## config.mk

```make
export PLATFORM = sky130hd
export DESIGN_NAME = sc_mult_sequencer
export DESIGN_NICKNAME = d
export VERILOG_FILES = /design/src/rtl/sc_mult_pkg.sv /design/src/rtl/sc_mult_itercount.sv /design/src/rtl/sc_mult_sequencer.sv
export SDC_FILE = /design/constraint.sdc
export NUM_CORES = 1
export LEC_CHECK = 0
export CORE_MARGIN = 3
export CORE_UTILIZATION = 30
export DETAILED_ROUTE_END_ITERATION = 8
export MAX_ROUTING_LAYER = met4
export SLEW_MARGIN = 30
export SYNTH_ARGS = -nofsm -noshare
export SYNTH_HDL_FRONTEND = slang
export SYNTH_SLANG_ARGS = --single-unit
export TNS_END_PERCENT = 1
```

## constraint.sdc

```tcl
create_clock -name SC_MULTSEQ_CLOCK_50 -period 1.8 [get_ports SC_MULTSEQ_CLOCK_50]
set_clock_uncertainty 0.15 [all_clocks]
set_input_delay 0.18 -clock SC_MULTSEQ_CLOCK_50 [delete_from_list [all_inputs] [get_ports SC_MULTSEQ_CLOCK_50]]
set_output_delay 0.18 -clock SC_MULTSEQ_CLOCK_50 [all_outputs]
set_load 0.005 [all_outputs]
```

## src/rtl/sc_mult_pkg.sv

```systemverilog
// Shared definitions for the multiply microsequencer: state encoding,
// datapath select codes and the packed control word driven onto the buses.
package sc_mult_pkg;

    localparam int DATAWIDTH_DECODER_SELECTION    = 4;
    localparam int DATAWIDTH_MUX_SELECTION        = 3;
    localparam int DATAWIDTH_ALU_SELECTION        = 4;
    localparam int DATAWIDTH_REGSHIFTER_SELECTION = 2;

    // Decoder codes (clear/load targets); all ones selects no register
    localparam logic [3:0] DEC_MPLIER = 4'd1;
    localparam logic [3:0] DEC_PROD   = 4'd2;
    localparam logic [3:0] DEC_NONE   = 4'b1111;

    // BUS_A / BUS_B mux sources
    localparam logic [2:0] MUX_MCAND  = 3'd0;
    localparam logic [2:0] MUX_MPLIER = 3'd1;
    localparam logic [2:0] MUX_PROD   = 3'd2;

    // ALU opcodes used by the sequence
    localparam logic [3:0] ALU_PASSA = 4'd0;
    localparam logic [3:0] ALU_ADD   = 4'd1;
    localparam logic [3:0] ALU_DECA  = 4'd2;

    localparam logic [1:0] SHIFT_HOLD = 2'b00;

    localparam logic [7:0] MAX_ITER_DEFAULT = 8'd255;

    typedef enum logic [2:0] {
        IDLE    = 3'd0,
        CLR     = 3'd1,
        TEST    = 3'd2,
        ADD     = 3'd3,
        DEC     = 3'd4,
        LOADOUT = 3'd5,
        DONE    = 3'd6
    } seqState_t;

    // Everything the sequencer drives toward the datapath and the host
    typedef struct packed {
        logic [3:0] decClr;
        logic [3:0] decLoad;
        logic [2:0] muxA;
        logic [2:0] muxB;
        logic [3:0] alu;
        logic       shClrLow;
        logic       shLoadLow;
        logic [1:0] shSel;
        logic       busy;
        logic       done;
    } ctrlWord_t;

    // Control word of an idle sequencer: nothing selected, shifter inactive
    function automatic ctrlWord_t idleCtrl();
        ctrlWord_t c;
        c.decClr    = DEC_NONE;
        c.decLoad   = DEC_NONE;
        c.muxA      = 3'd0;
        c.muxB      = 3'd0;
        c.alu       = ALU_PASSA;
        c.shClrLow  = 1'b1;
        c.shLoadLow = 1'b1;
        c.shSel     = SHIFT_HOLD;
        c.busy      = 1'b0;
        c.done      = 1'b0;
        return c;
    endfunction

endpackage

```

## src/rtl/sc_mult_itercount.sv

```systemverilog
// Iteration counter for the multiply loop: cleared when an operation is
// accepted, bumped once per add/decrement pass, and compared to the limit.
module sc_mult_itercount
    import sc_mult_pkg::*;
#(
    parameter logic [7:0] MAX_ITER = MAX_ITER_DEFAULT
) (
    input  logic clock,
    input  logic resetLow,
    input  logic clear,
    input  logic increment,
    output logic atLimit
);

    logic [7:0] count_r;

    // Count register; saturates at all ones so it can never wrap back below the limit
    always_ff @(posedge clock) begin
        if (!resetLow) begin
            count_r <= 8'd0;
        end else if (clear) begin
            count_r <= 8'd0;
        end else if (increment && (count_r != 8'hFF)) begin
            count_r <= count_r + 8'd1;
        end else begin
            count_r <= count_r;
        end
    end

    assign atLimit = (count_r == MAX_ITER);

endmodule

```

## src/rtl/sc_mult_sequencer.sv

```systemverilog
// Microsequencer computing PROD = MCAND * MPLIER on the datapath by repeated
// addition and decrement. Control buses are Moore outputs held in registers
// that are loaded from the decode of the next state, so they line up with the
// state they belong to.
module sc_mult_sequencer
    import sc_mult_pkg::*;
#(
    parameter logic [7:0] MAX_ITER = MAX_ITER_DEFAULT
) (
    input  logic SC_MULTSEQ_CLOCK_50,
    input  logic SC_MULTSEQ_RESET_InLow,
    input  logic SC_MULTSEQ_start_InHigh,
    input  logic SC_MULTSEQ_overflow_InLow,
    input  logic SC_MULTSEQ_carry_InLow,
    input  logic SC_MULTSEQ_negative_InLow,
    input  logic SC_MULTSEQ_zero_InLow,
    output logic [DATAWIDTH_DECODER_SELECTION-1:0]    SC_MULTSEQ_decoderclearselection_OutBUS,
    output logic [DATAWIDTH_DECODER_SELECTION-1:0]    SC_MULTSEQ_decoderloadselection_OutBUS,
    output logic [DATAWIDTH_MUX_SELECTION-1:0]        SC_MULTSEQ_muxselectionBUSA_OutBUS,
    output logic [DATAWIDTH_MUX_SELECTION-1:0]        SC_MULTSEQ_muxselectionBUSB_OutBUS,
    output logic [DATAWIDTH_ALU_SELECTION-1:0]        SC_MULTSEQ_aluselection_OutBUS,
    output logic SC_MULTSEQ_regSHIFTERclear_OutLow,
    output logic SC_MULTSEQ_regSHIFTERload_OutLow,
    output logic [DATAWIDTH_REGSHIFTER_SELECTION-1:0] SC_MULTSEQ_regSHIFTERshiftselection_OutLow,
    output logic SC_MULTSEQ_busy_OutHigh,
    output logic SC_MULTSEQ_done_OutHigh,
    output logic SC_MULTSEQ_error_OutHigh
);

    seqState_t state_r;
    seqState_t stateNext_s;
    ctrlWord_t ctrl_r;
    ctrlWord_t ctrlNext_s;
    logic      error_r;
    logic      accept_s;
    logic      iterInc_s;
    logic      errorSet_s;
    logic      atLimit_s;
    logic      unusedFlags_s;

    // Carry and negative are reserved for future microprograms
    assign unusedFlags_s = SC_MULTSEQ_carry_InLow & SC_MULTSEQ_negative_InLow;

    sc_mult_itercount #(
        .MAX_ITER (MAX_ITER)
    ) uIterCount (
        .clock     (SC_MULTSEQ_CLOCK_50),
        .resetLow  (SC_MULTSEQ_RESET_InLow),
        .clear     (accept_s),
        .increment (iterInc_s),
        .atLimit   (atLimit_s)
    );

    // State register
    always_ff @(posedge SC_MULTSEQ_CLOCK_50) begin
        if (!SC_MULTSEQ_RESET_InLow) begin
            state_r <= IDLE;
        end else begin
            state_r <= stateNext_s;
        end
    end

    // Next-state logic; flags are valid in the state that drives the ALU op they describe
    always_comb begin
        stateNext_s = state_r;
        case (state_r)
            IDLE: begin
                if (SC_MULTSEQ_start_InHigh) begin
                    stateNext_s = CLR;
                end else begin
                    stateNext_s = IDLE;
                end
            end
            CLR:  stateNext_s = TEST;
            TEST: begin
                if (!SC_MULTSEQ_zero_InLow) begin
                    stateNext_s = LOADOUT;
                end else if (atLimit_s) begin
                    stateNext_s = LOADOUT;
                end else begin
                    stateNext_s = ADD;
                end
            end
            ADD: begin
                if (!SC_MULTSEQ_overflow_InLow) begin
                    stateNext_s = LOADOUT;
                end else begin
                    stateNext_s = DEC;
                end
            end
            DEC:     stateNext_s = TEST;
            LOADOUT: stateNext_s = DONE;
            DONE:    stateNext_s = IDLE;
            default: stateNext_s = IDLE;
        endcase
    end

    // Counter and error qualifiers derived from the current state and flags
    always_comb begin
        accept_s   = (state_r == IDLE) && SC_MULTSEQ_start_InHigh;
        iterInc_s  = (state_r == DEC);
        errorSet_s = ((state_r == TEST) && SC_MULTSEQ_zero_InLow && atLimit_s) ||
                     ((state_r == ADD) && !SC_MULTSEQ_overflow_InLow);
    end

    // Output decode of the state being entered, so the registered buses match it
    always_comb begin
        ctrlNext_s = idleCtrl();
        case (stateNext_s)
            IDLE: begin
                ctrlNext_s = idleCtrl();
            end
            CLR: begin
                ctrlNext_s.decClr   = DEC_PROD;
                ctrlNext_s.shClrLow = 1'b0;
                ctrlNext_s.busy     = 1'b1;
            end
            TEST: begin
                ctrlNext_s.muxA = MUX_MPLIER;
                ctrlNext_s.alu  = ALU_PASSA;
                ctrlNext_s.busy = 1'b1;
            end
            ADD: begin
                ctrlNext_s.muxA    = MUX_PROD;
                ctrlNext_s.muxB    = MUX_MCAND;
                ctrlNext_s.alu     = ALU_ADD;
                ctrlNext_s.decLoad = DEC_PROD;
                ctrlNext_s.busy    = 1'b1;
            end
            DEC: begin
                ctrlNext_s.muxA    = MUX_MPLIER;
                ctrlNext_s.alu     = ALU_DECA;
                ctrlNext_s.decLoad = DEC_MPLIER;
                ctrlNext_s.busy    = 1'b1;
            end
            LOADOUT: begin
                ctrlNext_s.muxA      = MUX_PROD;
                ctrlNext_s.alu       = ALU_PASSA;
                ctrlNext_s.shLoadLow = 1'b0;
                ctrlNext_s.busy      = 1'b1;
            end
            DONE: begin
                ctrlNext_s.busy = 1'b1;
                ctrlNext_s.done = 1'b1;
            end
            default: begin
                ctrlNext_s = idleCtrl();
            end
        endcase
    end

    // Output register for the control word
    always_ff @(posedge SC_MULTSEQ_CLOCK_50) begin
        if (!SC_MULTSEQ_RESET_InLow) begin
            ctrl_r <= idleCtrl();
        end else begin
            ctrl_r <= ctrlNext_s;
        end
    end

    // Sticky error: set on overflow or iteration limit, cleared by the next accepted start
    always_ff @(posedge SC_MULTSEQ_CLOCK_50) begin
        if (!SC_MULTSEQ_RESET_InLow) begin
            error_r <= 1'b0;
        end else if (accept_s) begin
            error_r <= 1'b0;
        end else if (errorSet_s) begin
            error_r <= 1'b1;
        end else begin
            error_r <= error_r;
        end
    end

    assign SC_MULTSEQ_decoderclearselection_OutBUS    = ctrl_r.decClr;
    assign SC_MULTSEQ_decoderloadselection_OutBUS     = ctrl_r.decLoad;
    assign SC_MULTSEQ_muxselectionBUSA_OutBUS         = ctrl_r.muxA;
    assign SC_MULTSEQ_muxselectionBUSB_OutBUS         = ctrl_r.muxB;
    assign SC_MULTSEQ_aluselection_OutBUS             = ctrl_r.alu;
    assign SC_MULTSEQ_regSHIFTERclear_OutLow          = ctrl_r.shClrLow;
    assign SC_MULTSEQ_regSHIFTERload_OutLow           = ctrl_r.shLoadLow;
    assign SC_MULTSEQ_regSHIFTERshiftselection_OutLow = ctrl_r.shSel;
    assign SC_MULTSEQ_busy_OutHigh                    = ctrl_r.busy;
    assign SC_MULTSEQ_done_OutHigh                    = ctrl_r.done;
    assign SC_MULTSEQ_error_OutHigh                   = error_r;

endmodule

```

==> key figures, run 1 <==
Routing
  • Via Count: between 800 and 900
  • Post-Route WL: roughly 1.9 mm
  • First-pass DRT Iterations: 6
  • Vias/cell: 4.42
  • Initial drt markers: 39
  • Remaining DRCs: 0
  • Routed Antenna Nets: 0
  • Wire per inst: 10.5 um

Synth
  • Largest area contributor in the netlist: dfxtp_1
  • Seq cells post-synth: 23
  • Post-Syn Area: roughly 1100 sq um
  • Synth warnings: 0
  • Syn avg cell area: 9.14 sq um
  • Distinct cell type count after synthesis: 39
  • Sequential share of the synthesized area: roughly 42%
  • Synth area leaders: dfxtp_1 (42%), buf_4 (9.0%), nor2_1 (3.8%)
  • Post-synth top area share: 42.3%
  • Mapped Cells: between 100 and 150

Clocking
  • Post-CTS Setup Inserts: 0
  • Hold_buf cts: 0
  • CTS Buf Count: 3
  • Clk_lat worst skew: a little over 0.3 ns
  • Post-CTS sizing: 0
  • Max H-tree Level: 1
  • CTS tree: done
  • Max clock buf depth: 2
  • Root Buffer: clkbuf_4
  • Sink Count: 23
  • Clk pin slew, worst setup/hold paths: roughly 0.12 ns

Worst setup path
  • Critical path class: reg -> reg
  • Startpoint Class: flip-flop
  • CP peak stage delay: 0.37 ns
  • Crit-path max FO: 7
  • WP data required: about 1.9 ns
  • Delay-heaviest family, CP: simple AND/OR/NAND/NOR gates
  • Critical Path, Cell by Cell: ha_2, nand3_1, or2_1, buf_4, a31oi_1, o21a_1
  • Worst setup EP type: flip-flop
  • CP max stage cell: dfxtp_1
  • Critical path arrival: 1.78 ns
  • Crit path buf inv count: 1

Die
  • Floorplan row count: 21
  • Initial Util: 31.8%
  • Die area: 4380 sq um
  • Core area: 3420 sq um
  • DIE HEIGHT: 66.2 um
  • Top Ports: 32
  • Die X: 66.2 um

Global routing
  • Antenna violations before repair: 0
  • Total GRT Usage: 9.24%
  • Largest net degree at the start of global routing: 14
  • First-pass GRT wire length: 3.08 mm
  • Vias in the first global route: 703
  • Total grt overflow: 0

Power and ir drop
  • Static leakage: 0.496 nW
  • Max IR drop VDD: 0.486 mV
  • Power per cell area: 695 nW/um^2

Timing
  • Final-report setup violation count: 0
  • Final hold slack: 0.292 ns
  • Final hold vios: 0
  • Sum Neg Setup Slack: 0 ns
  • Post-layout min period: 1.68 ns
  • Final worst path period share: just over 90%
  • F_max: 597 MHz
  • Pins Over Slew Limit: 0
  • RSZ-0062 raised after global routing: false

Run
  • Maxcap violations: 0

Layout
  • Filler cells: 350
  • Register area: about 460 sq um
  • Antenna Cells: 0
  • Area Growth Syn to Fin: 20.5%
  • Commonest non-fill, non-tap cell in the layout: dfxtp_1
  • Area of the multi-input gates: 514 sq um
  • Total Nets Final: 146
  • Most frequent cells in the layout: dfxtp_1 (22), clkdlybuf4s50_1 (20), nor2_1 (11)
  • Fin area: 1310 sq um
  • Post-Layout Cell Count: around 180
  • Layout cells sized above 1: 13.9%

Placement
  • Input/output buffers: 20
  • Placed insts: ~180
  • Post-detail-place hpwl: 1.47 mm
  • Post-DP Area: 1280 sq um
  • Placer Congestion: 0.782

Min path
  • Hold Crit Class: in -> reg

Status
  • Status: complete, no violations
-- sequential cells by signal, indices dropped and copies added, names as in the netlist, 2 cells and up --
name	cells
uIterCount.count_r	8
SC_MULTSEQ_decoderloadselection_OutBUS	3
state_r	3
SC_MULTSEQ_aluselection_OutBUS	2
SC_MULTSEQ_muxselectionBUSA_OutBUS	2
-- synth_stat cells --
master / n
dfxtp_1: 23
buf_4: 13
nor2_1: 11
nand2_1: 9
inv_1: 5
nand3_1: 5
a21oi_1: 4
and3_1: 4
o21ai_0: 4
a31oi_1: 3
xnor2_1: 3
xor2_1: 3
buf_2: 2
conb_1: 2
nand2b_1: 2
nand4_1: 2
o21a_1: 2
a2111oi_2: 1
a2111oi_4: 1
a21o_2: 1
a22oi_1: 1
a311oi_2: 1
and2_1: 1
and2b_1: 1
and3b_1: 1
and3b_2: 1
and4_1: 1
buf_6: 1
clkbuf_1: 1
ha_1: 1
nor2_2: 1
nor2b_1: 1
nor3_1: 1
nor3b_2: 1
o211ai_1: 1
o211ai_2: 1
or2_1: 1
or3_1: 1
or3b_4: 1
-- path summary, 6_finish.rpt --
kind / start / endpoint / slack, ns / cells past startpoint
worst max-delay path: uIterCount.count_r[1] / SC_MULTSEQ_busy_OutHigh / 0.12 / 6
worst min-delay path: SC_MULTSEQ_start_InHigh / SC_MULTSEQ_decoderclearselection_OutBUS[2] / 0.29 / 2
worst max register to register: uIterCount.count_r[1] / SC_MULTSEQ_busy_OutHigh / 0.12 / 6
worst min register to register: uIterCount.count_r[1] / uIterCount.count_r[1] / 0.34 / 2
-- through the flow --
stage	total power [mW]	setup WS, ns	utilization (%)
after CTS	0.923	0.0573	38.2
after global routing	0.965	0.0110	38.4
after floorplan	0.653	0.166	-
after global placement	0.688	0.159	37.4
final	0.910	0.124	38.4
after detailed placement	0.689	0.146	37.4
-- layout make-up --
class	instances	area share [%]
multi-input combinational	81	39.3
sequential	23	35.2
timing repair buffer	24	17.6
tap	46	4.39
clock buffer	3	1.72
inverter	5	1.43
clock inverter	1	0.382
-- kinds of logic (layout without fill, tap and decap cells) --
group / count (synthesis) / in the layout / share of synthesized area, %
buf+inv: 22 / 33 / 13.0
other cells: 2 / 9 / 0.691
xor+xnor: 6 / 6 / 4.83
flops: 23 / 23 / 42.3
compound gates: 20 / 20 / 15.4
simple gates: 45 / 45 / 22.6
fa+ha+maj: 1 / 1 / 1.15
-- routing by layer --
metal  global-route usage (%)  vias to the layer above  share of wire (%)
li1                         -                      419                  -
met1                     10.7                      362                 46
met2                     15.6                       26                 46
met3                     3.23                        2                7.4
met4                     1.52                        0               0.67
met5                        -                        -                  0
-- report_power, final --
group | leakage (nW) | internal, mW | switching [mW]
registers | 0.187 | 0.529 | 0.0197
clock network | 0.0177 | 0.0829 | 0.150
logic | 0.291 | 0.0699 | 0.0591
No activity file was read; power rests on OpenSTA's default activity.
==> inputs of run 2 (changes only) <==
--- a/config.mk
+++ b/config.mk
@@ -8,6 +8,7 @@
 export CORE_MARGIN = 3
 export CORE_UTILIZATION = 30
 export DETAILED_ROUTE_END_ITERATION = 8
+export HOLD_SLACK_MARGIN = 0.12
 export MAX_ROUTING_LAYER = met4
 export SLEW_MARGIN = 30
 export SYNTH_ARGS = -nofsm -noshare
==> results of run 2 <==
The final DEF is identical to that of run 1; final timing and power are the same.
